`src/rtl/ecc_serial_rx_if.sv`:
```
// Serial operand link into the ECC core: frame valids, MSB-first lanes,
// and the parallel words/pulses handed on to the datapath.
interface ecc_serial_rx_if #(
  parameter int BIT = 32
);
  logic           i_m_P_valid;
  logic           i_mode;
  logic           i_a;
  logic           i_b;
  logic           i_prime;
  logic           i_Px;
  logic           i_Py;
  logic           i_m;
  logic           i_nP_valid;
  logic           i_nPx;
  logic           i_nPy;
  logic [1:0]     o_mode;
  logic [BIT-1:0] o_a;
  logic [BIT-1:0] o_b;
  logic [BIT-1:0] o_prime;
  logic [BIT-1:0] o_Px;
  logic [BIT-1:0] o_Py;
  logic [BIT-1:0] o_m;
  logic           o_mP_done;
  logic [BIT-1:0] o_nPx;
  logic [BIT-1:0] o_nPy;
  logic           o_nP_done;
  logic           o_frame_err;

  modport master (
    output i_m_P_valid, i_mode, i_a, i_b, i_prime, i_Px, i_Py, i_m,
           i_nP_valid, i_nPx, i_nPy,
    input  o_mode, o_a, o_b, o_prime, o_Px, o_Py, o_m, o_mP_done,
           o_nPx, o_nPy, o_nP_done, o_frame_err
  );

  modport slave (
    input  i_m_P_valid, i_mode, i_a, i_b, i_prime, i_Px, i_Py, i_m,
           i_nP_valid, i_nPx, i_nPy,
    output o_mode, o_a, o_b, o_prime, o_Px, o_Py, o_m, o_mP_done,
           o_nPx, o_nPy, o_nP_done, o_frame_err
  );
endinterface

```
`src/rtl/ecc_serial_rx.sv`:
```
// Deserializer for the ECC operand link: an mP frame (2-bit mode header plus
// six lanes) and an independent nP frame (two lanes), each with a done pulse.
module ecc_serial_rx #(
  parameter int BIT = 32,
  parameter int CW  = 6
) (
  input logic            clk,
  input logic            rst,
  ecc_serial_rx_if.slave rx
);

  localparam int SW = BIT - 1;

  typedef enum logic [2:0] {
    MP_IDLE, MP_START, MP_MODE1, MP_MODE0, MP_DATA, MP_WAIT_LOW
  } mp_state_t;

  typedef enum logic [1:0] {
    NP_IDLE, NP_DATA, NP_WAIT_LOW
  } np_state_t;

  mp_state_t mp_state, mp_next;
  np_state_t np_state, np_next;

  logic mp_hdr1, mp_hdr0, mp_arm, mp_shift, mp_finish, mp_abort;
  logic np_arm, np_shift, np_finish, np_abort;

  logic [CW-1:0] mp_cnt, np_cnt;
  logic [1:0]    mode_sh, mode_q;
  logic [5:0]    mp_lanes;
  logic [1:0]    np_lanes;

  // Shadows keep only BIT-1 bits: the final bit goes straight from the lane
  // into the output word, so the done pulse lands one cycle after it.
  logic [SW-1:0]  mp_sh [6];
  logic [BIT-1:0] mp_q  [6];
  logic [SW-1:0]  np_sh [2];
  logic [BIT-1:0] np_q  [2];
  logic           mp_done_q, np_done_q, err_q;

  assign mp_lanes = {rx.i_a, rx.i_b, rx.i_prime, rx.i_Px, rx.i_Py, rx.i_m};
  assign np_lanes = {rx.i_nPx, rx.i_nPy};

  always_ff @(posedge clk or negedge rst) begin
    if (!rst) begin
      mp_state <= MP_IDLE;
      np_state <= NP_IDLE;
    end else begin
      mp_state <= mp_next;
      np_state <= np_next;
    end
  end

  always_comb begin
    mp_next   = mp_state;
    mp_hdr1   = 1'b0;
    mp_hdr0   = 1'b0;
    mp_arm    = 1'b0;
    mp_shift  = 1'b0;
    mp_finish = 1'b0;
    mp_abort  = 1'b0;
    case (mp_state)
      MP_IDLE:     if (rx.i_m_P_valid) mp_next = MP_START;
      MP_START:    if (!rx.i_m_P_valid) begin
                     mp_abort = 1'b1;
                     mp_next  = MP_IDLE;
                   end else begin
                     mp_hdr1 = 1'b1;
                     mp_next = MP_MODE1;
                   end
      MP_MODE1:    if (!rx.i_m_P_valid) begin
                     mp_abort = 1'b1;
                     mp_next  = MP_IDLE;
                   end else begin
                     mp_hdr0 = 1'b1;
                     mp_next = MP_MODE0;
                   end
      MP_MODE0:    if (!rx.i_m_P_valid) begin
                     mp_abort = 1'b1;
                     mp_next  = MP_IDLE;
                   end else begin
                     mp_arm  = 1'b1;
                     mp_next = MP_DATA;
                   end
      MP_DATA:     if (!rx.i_m_P_valid) begin
                     mp_abort = 1'b1;
                     mp_next  = MP_IDLE;
                   end else begin
                     mp_shift = 1'b1;
                     if (mp_cnt == '0) begin
                       mp_finish = 1'b1;
                       mp_next   = MP_WAIT_LOW;
                     end
                   end
      MP_WAIT_LOW: if (!rx.i_m_P_valid) mp_next = MP_IDLE;
      default:     mp_next = MP_IDLE;
    endcase
  end

  always_comb begin
    np_next   = np_state;
    np_arm    = 1'b0;
    np_shift  = 1'b0;
    np_finish = 1'b0;
    np_abort  = 1'b0;
    case (np_state)
      NP_IDLE:     if (rx.i_nP_valid) begin
                     np_arm  = 1'b1;
                     np_next = NP_DATA;
                   end
      NP_DATA:     if (!rx.i_nP_valid) begin
                     np_abort = 1'b1;
                     np_next  = NP_IDLE;
                   end else begin
                     np_shift = 1'b1;
                     if (np_cnt == '0) begin
                       np_finish = 1'b1;
                       np_next   = NP_WAIT_LOW;
                     end
                   end
      NP_WAIT_LOW: if (!rx.i_nP_valid) np_next = NP_IDLE;
      default:     np_next = NP_IDLE;
    endcase
  end

  always_ff @(posedge clk or negedge rst) begin
    if (!rst) begin
      mp_cnt    <= '0;
      mode_sh   <= '0;
      mode_q    <= '0;
      mp_done_q <= 1'b0;
      for (int i = 0; i < 6; i++) begin
        mp_sh[i] <= '0;
        mp_q[i]  <= '0;
      end
    end else begin
      mp_done_q <= mp_finish;
      if (mp_abort) begin
        mp_cnt  <= '0;
        mode_sh <= '0;
        for (int i = 0; i < 6; i++) mp_sh[i] <= '0;
      end else begin
        if (mp_hdr1) mode_sh[1] <= rx.i_mode;
        if (mp_hdr0) mode_sh[0] <= rx.i_mode;
        if (mp_arm)  mp_cnt <= CW'(BIT - 1);
        if (mp_shift) begin
          mp_cnt <= mp_finish ? '0 : mp_cnt - CW'(1);
          for (int i = 0; i < 6; i++) mp_sh[i] <= {mp_sh[i][SW-2:0], mp_lanes[i]};
        end
        if (mp_finish) begin
          mode_q <= mode_sh;
          for (int i = 0; i < 6; i++) mp_q[i] <= {mp_sh[i], mp_lanes[i]};
        end
      end
    end
  end

  always_ff @(posedge clk or negedge rst) begin
    if (!rst) begin
      np_cnt    <= '0;
      np_done_q <= 1'b0;
      for (int i = 0; i < 2; i++) begin
        np_sh[i] <= '0;
        np_q[i]  <= '0;
      end
    end else begin
      np_done_q <= np_finish;
      if (np_abort) begin
        np_cnt <= '0;
        for (int i = 0; i < 2; i++) np_sh[i] <= '0;
      end else begin
        if (np_arm) np_cnt <= CW'(BIT - 1);
        if (np_shift) begin
          np_cnt <= np_finish ? '0 : np_cnt - CW'(1);
          for (int i = 0; i < 2; i++) np_sh[i] <= {np_sh[i][SW-2:0], np_lanes[i]};
        end
        if (np_finish) begin
          for (int i = 0; i < 2; i++) np_q[i] <= {np_sh[i], np_lanes[i]};
        end
      end
    end
  end

  // Aborts on both channels in the same cycle merge into one error pulse.
  always_ff @(posedge clk or negedge rst) begin
    if (!rst) err_q <= 1'b0;
    else      err_q <= mp_abort | np_abort;
  end

  assign rx.o_mode      = mode_q;
  assign rx.o_a         = mp_q[5];
  assign rx.o_b         = mp_q[4];
  assign rx.o_prime     = mp_q[3];
  assign rx.o_Px        = mp_q[2];
  assign rx.o_Py        = mp_q[1];
  assign rx.o_m         = mp_q[0];
  assign rx.o_mP_done   = mp_done_q;
  assign rx.o_nPx       = np_q[1];
  assign rx.o_nPy       = np_q[0];
  assign rx.o_nP_done   = np_done_q;
  assign rx.o_frame_err = err_q;

endmodule
```
`src/flat_wrapper.sv`:
```
// flat-port wrapper written by rule: the top's interface ports become plain ports
module ecc_serial_rx_flat 
#(
  parameter int BIT = 32,
  parameter int CW  = 6
)
  (clk, rst, rx_i_m_P_valid, rx_i_mode, rx_i_a, rx_i_b, rx_i_prime, rx_i_Px, rx_i_Py, rx_i_m, rx_i_nP_valid, rx_i_nPx, rx_i_nPy, rx_o_mode, rx_o_a, rx_o_b, rx_o_prime, rx_o_Px, rx_o_Py, rx_o_m, rx_o_mP_done, rx_o_nPx, rx_o_nPy, rx_o_nP_done, rx_o_frame_err);
  ecc_serial_rx_if #(.BIT(BIT)) rx_i ();
  input logic clk;
  input logic rst;
  input wire logic [$bits(rx_i.i_m_P_valid)-1:0] rx_i_m_P_valid;
  input wire logic [$bits(rx_i.i_mode)-1:0] rx_i_mode;
  input wire logic [$bits(rx_i.i_a)-1:0] rx_i_a;
  input wire logic [$bits(rx_i.i_b)-1:0] rx_i_b;
  input wire logic [$bits(rx_i.i_prime)-1:0] rx_i_prime;
  input wire logic [$bits(rx_i.i_Px)-1:0] rx_i_Px;
  input wire logic [$bits(rx_i.i_Py)-1:0] rx_i_Py;
  input wire logic [$bits(rx_i.i_m)-1:0] rx_i_m;
  input wire logic [$bits(rx_i.i_nP_valid)-1:0] rx_i_nP_valid;
  input wire logic [$bits(rx_i.i_nPx)-1:0] rx_i_nPx;
  input wire logic [$bits(rx_i.i_nPy)-1:0] rx_i_nPy;
  output wire logic [$bits(rx_i.o_mode)-1:0] rx_o_mode;
  output wire logic [$bits(rx_i.o_a)-1:0] rx_o_a;
  output wire logic [$bits(rx_i.o_b)-1:0] rx_o_b;
  output wire logic [$bits(rx_i.o_prime)-1:0] rx_o_prime;
  output wire logic [$bits(rx_i.o_Px)-1:0] rx_o_Px;
  output wire logic [$bits(rx_i.o_Py)-1:0] rx_o_Py;
  output wire logic [$bits(rx_i.o_m)-1:0] rx_o_m;
  output wire logic [$bits(rx_i.o_mP_done)-1:0] rx_o_mP_done;
  output wire logic [$bits(rx_i.o_nPx)-1:0] rx_o_nPx;
  output wire logic [$bits(rx_i.o_nPy)-1:0] rx_o_nPy;
  output wire logic [$bits(rx_i.o_nP_done)-1:0] rx_o_nP_done;
  output wire logic [$bits(rx_i.o_frame_err)-1:0] rx_o_frame_err;
  assign rx_i.i_m_P_valid = rx_i_m_P_valid;
  assign rx_i.i_mode = rx_i_mode;
  assign rx_i.i_a = rx_i_a;
  assign rx_i.i_b = rx_i_b;
  assign rx_i.i_prime = rx_i_prime;
  assign rx_i.i_Px = rx_i_Px;
  assign rx_i.i_Py = rx_i_Py;
  assign rx_i.i_m = rx_i_m;
  assign rx_i.i_nP_valid = rx_i_nP_valid;
  assign rx_i.i_nPx = rx_i_nPx;
  assign rx_i.i_nPy = rx_i_nPy;
  assign rx_o_mode = rx_i.o_mode;
  assign rx_o_a = rx_i.o_a;
  assign rx_o_b = rx_i.o_b;
  assign rx_o_prime = rx_i.o_prime;
  assign rx_o_Px = rx_i.o_Px;
  assign rx_o_Py = rx_i.o_Py;
  assign rx_o_m = rx_i.o_m;
  assign rx_o_mP_done = rx_i.o_mP_done;
  assign rx_o_nPx = rx_i.o_nPx;
  assign rx_o_nPy = rx_i.o_nPy;
  assign rx_o_nP_done = rx_i.o_nP_done;
  assign rx_o_frame_err = rx_i.o_frame_err;
  ecc_serial_rx #(.BIT(BIT), .CW(CW)) u_core (.clk(clk), .rst(rst), .rx(rx_i));
endmodule
```
`config.mk`:
```
export PLATFORM = sky130hd
export DESIGN_NAME = ecc_serial_rx_flat
export DESIGN_NICKNAME = d
export VERILOG_FILES = /design/src/rtl/ecc_serial_rx_if.sv /design/src/rtl/ecc_serial_rx.sv /design/src/flat_wrapper.sv
export SDC_FILE = /design/constraint.sdc
export NUM_CORES = 1
export LEC_CHECK = 0
export CAP_MARGIN = 20
export CORE_UTILIZATION = 50
export DETAILED_ROUTE_END_ITERATION = 6
export HOLD_SLACK_MARGIN = 0.03
export PLACE_DENSITY = 0.73
export SLEW_MARGIN = 20
export SYNTH_ARGS = -nofsm -noshare
export SYNTH_HDL_FRONTEND = slang
export SYNTH_SLANG_ARGS = --single-unit
```
`constraint.sdc`:
```
create_clock -name clk -period 3.1 [get_ports clk]
set_input_delay 0.62 -clock clk [delete_from_list [all_inputs] [get_ports clk]]
set_output_delay 0.62 -clock clk [all_outputs]
set_load 0.02 [all_outputs]
```
==> flow_summary.yaml <==
timing:
  tightest_slew_ns: 1.22
  period_minus_slack_ns: 2.71
  slew_violations: 0
  clock_skew_ns: 0.0228
  period_share: 0.876
  setup_viol: 0
  hold_viol_final: 0
  relSlewSlack: 0.187
  fmax_mhz: 368
  finalSetupTns_ns: 0
  whs_ns: 0.476
  rsz0062_at_grt: "false"
power:
  cellPowerDensity_nw_per_um2: 555
  peakVddDrop_uv: 494
  pwr-share-seq: 0.507
  p_sw_mw: 3.26
  p_int_mw: 10.9
  total_power_mw: 14.1
  switching_share: 0.231
  pwr-share-clk: 0.424
  p_comb_frac: 0.069
  leakagePower_nw: 12.0
routing:
  drc: 0
  wl_per_cell_microns: 17.2
  viasPerCell: 5.35
  drt-total-wl_microns: 44100
  ant_nets: 0
  drt_iter0_drc: 837
  via_count: 13700
  first_pass_iters: 5
min_path:
  hold_path.class: "reg -> reg"
global_route:
  grt-busiest-layer: "met2"
  grt_overflow: 0
  grt_pass1_wl_microns: 72100
  met3_usage: 0.0570
  grt_max_degree: 194
  use_met1: 0.299
  grtUsageMet2: 0.333
  antenna_found_initial: 0
  grtUsageTotal: 0.213
  first_global_vias: 13500
floorplanning:
  initial_core_util: 0.507
  die_height_microns: 205
  pin_count: 274
  die_w_microns: 205
  core_area_sq_um: 40700
  fp-row-count: 74
  fp.dieArea_sq_um: 42100
yosys:
  yosys_warnings: 0
  synth_seq_cells: 528
  syn_inst: 1762
  avgSynthCellArea_sq_um: 11.7
  netlist.top_cell.by_area: "dfrtp_1"
  yosysMostFrequentCell: "dfrtp_1"
  synth_fp_nets: 1778
  synth_top_area_share: 0.640
  synth_area_leaders: "dfrtp_1 (64%), nand2_1 (9.1%), mux2_2 (7.2%)"
  async_flop_share: 1.00
  synth_cell_types: 50
  synth_commonest_cells: "dfrtp_1 (528), nand2_1 (501), a21oi_1 (194)"
  synth_flop_cell: "dfrtp_1"
  yosysSeqAreaShare: 0.640
  synth_area_sq_um: 20600
  synth_edf_count: 0
clock_network:
  cts_inserted_buffers: 52
  cts_setup_buffers: 0
  root_buffer: "clkbuf_16"
  clkLatencyLatePin_ns: 0.59
  cts_sinks: 528
  clk_pin_slew_ns: 0.06
  htreeDepth: 2
  clock_path_buffers: 3
  cts_tree: "built"
worst_setup_path:
  path_delay_family: "simple AND/OR/NAND/NOR gates"
  slowest_delay_ns: 0.42
  worst_setup_path_end_kind: "flop"
  setup.worst_path.start_class: "flop"
  critPathMaxFanout: 47
  worstPathArrival_ns: 3.17
  cp_data_required_time_ns: 3.55
  criticalPathCategory: "reg -> reg"
  crit_buf_inv: 2
  slowest_stage: "or3b_1"
  crit_chain: "inv_1 > ha_1 > or3b_1 > or3_4 > nor2_8 > buf_12 > mux2_2"
finish:
  fin_util: 0.625
  area_growth_pct: 23.3
  drive_above_1_share: 0.123
  num-fill-cells: 3199
  nNetsFinal: 2019
  antenna_cells: 0
run:
  max_cap_violations: 0
placed_design:
  place_hpwl_microns: 27600
  portBuffers: 273
  gp_congestion: 0.753
outcome:
  status: "finished, final reports clean"
[final timing paths]
| check | start | end | slack, ns | cells after the start |
|---|---|---|---|---|
| setup / recovery | u_core.mp_cnt[0]$_DFFE_PN0P_ | u_core.rx.o_mode[1]$_DFFE_PN0P_ | 0.39 | 7 |
| hold / removal | u_core.np_sh[61]$_DFFE_PN0P_ | u_core.np_sh[61]$_DFFE_PN0P_ | 0.48 | 2 |
| setup reg to reg | u_core.mp_cnt[0]$_DFFE_PN0P_ | u_core.rx.o_mode[1]$_DFFE_PN0P_ | 0.39 | 7 |
| hold reg to reg | u_core.np_sh[61]$_DFFE_PN0P_ | u_core.np_sh[61]$_DFFE_PN0P_ | 0.48 | 2 |
| max in group asynchronous | rst | u_core.mp_sh[72]$_DFFE_PN0P_ | 1.55 | 3 |
| min in group asynchronous | rst | u_core.rx.o_m[22]$_DFFE_PN0P_ | 0.60 | 2 |
[metal layers]
layer / up-vias / part of all wire / wire length [microns]
met5: - / 0 / 0
met4: 0 / 0.016 / 715
met3: 56 / 0.066 / 2910
met2: 327 / 0.48 / 21100
met1: 6997 / 0.44 / 19300
li1: 6359 / - / -
[sequential cells by signal, indices dropped and copies added (netlist names), 32 cells and up]
signal             cells
u_core.rx.o_a         32
u_core.mp_sh         186
u_core.rx.o_Px        32
u_core.rx.o_m         32
u_core.rx.o_Py        32
u_core.rx.o_b         32
u_core.np_sh          62
u_core.rx.o_nPx       32
u_core.rx.o_prime     32
u_core.rx.o_nPy       32
[worst register-to-register path: stages, from the launching register on]
cell and delay [ns]:
dfrtp_1 0.40, inv_1 0.08, ha_1 0.19, or3b_1 0.42, or3_4 0.39, nor2_8 0.36, buf_12 0.33, mux2_2 0.40
[final cells by class]
type / count / area (sq um) / share of cell area
sequential: 528 / 13200 / 0.519
multi-input combinational: 1106 / 6730 / 0.264
timing repair buffer: 308 / 3210 / 0.126
clock buffer: 76 / 1490 / 0.0586
tap: 532 / 666 / 0.0262
clock inverter: 9 / 110 / 0.00433
inverter: 7 / 26.3 / 0.00103
[power by group through the flow]
| stage | logic, mW | clock network, mW | registers [mW] |
|---|---|---|---|
| finish | 0.973 | 5.99 | 7.16 |
| global route | 1.07 | 6.41 | 7.18 |
| CTS | 0.990 | 6.14 | 7.16 |
| detailed placement | 0.985 | 0 | 7.28 |
| global placement | 0.961 | 0 | 7.27 |
| floorplan | 0.419 | 0 | 7.34 |
[layout by cell type (no fill, tap or decap), types with 5 or more instances in the layout]
master,count
inv_1,7
nor2b_1,7
dfrtp_1,528
nand3_1,67
mux2_2,132
clkbuf_8,10
clkdlybuf4s50_1,271
clkbuf_1,14
clkbuf_16,52
buf_12,17
a21oi_1,194
clkinv_2,5
nand2_1,501
o21ai_0,16
nor2_1,10
mux2_1,126
buf_4,17
[timing repair]
action                    in CTS  in global routing
hold buffers                   1                  0
gates resized for setup        0                  0
hold endpoints to repair      52                  0
[cells by family (layout without fill, tap and decap cells)]
group,count (synthesis),in the layout,share of synthesized area
adders and majority gates,3,3,0.00182
and+or+nand+nor,608,608,0.120
muxes,260,260,0.142
buffers and inverters,128,400,0.0355
AOI/OAI and AO/OA,234,234,0.0604
xor gates and xnor gates,1,1,0.000425
DFF,528,528,0.640
[metrics by stage]
step           cell area, sq um  setup WS [ns]  instances
6_report                  25400          0.385       2566
5_1_grt                   25400          0.310       2566
3_5_place_dp              23800          0.411       2480
2_1_floorplan             20600          0.842       1762
3_3_place_gp              23800          0.486       2480
4_1_cts                   25400          0.372       2566
(Power assumes the default switching activity.)
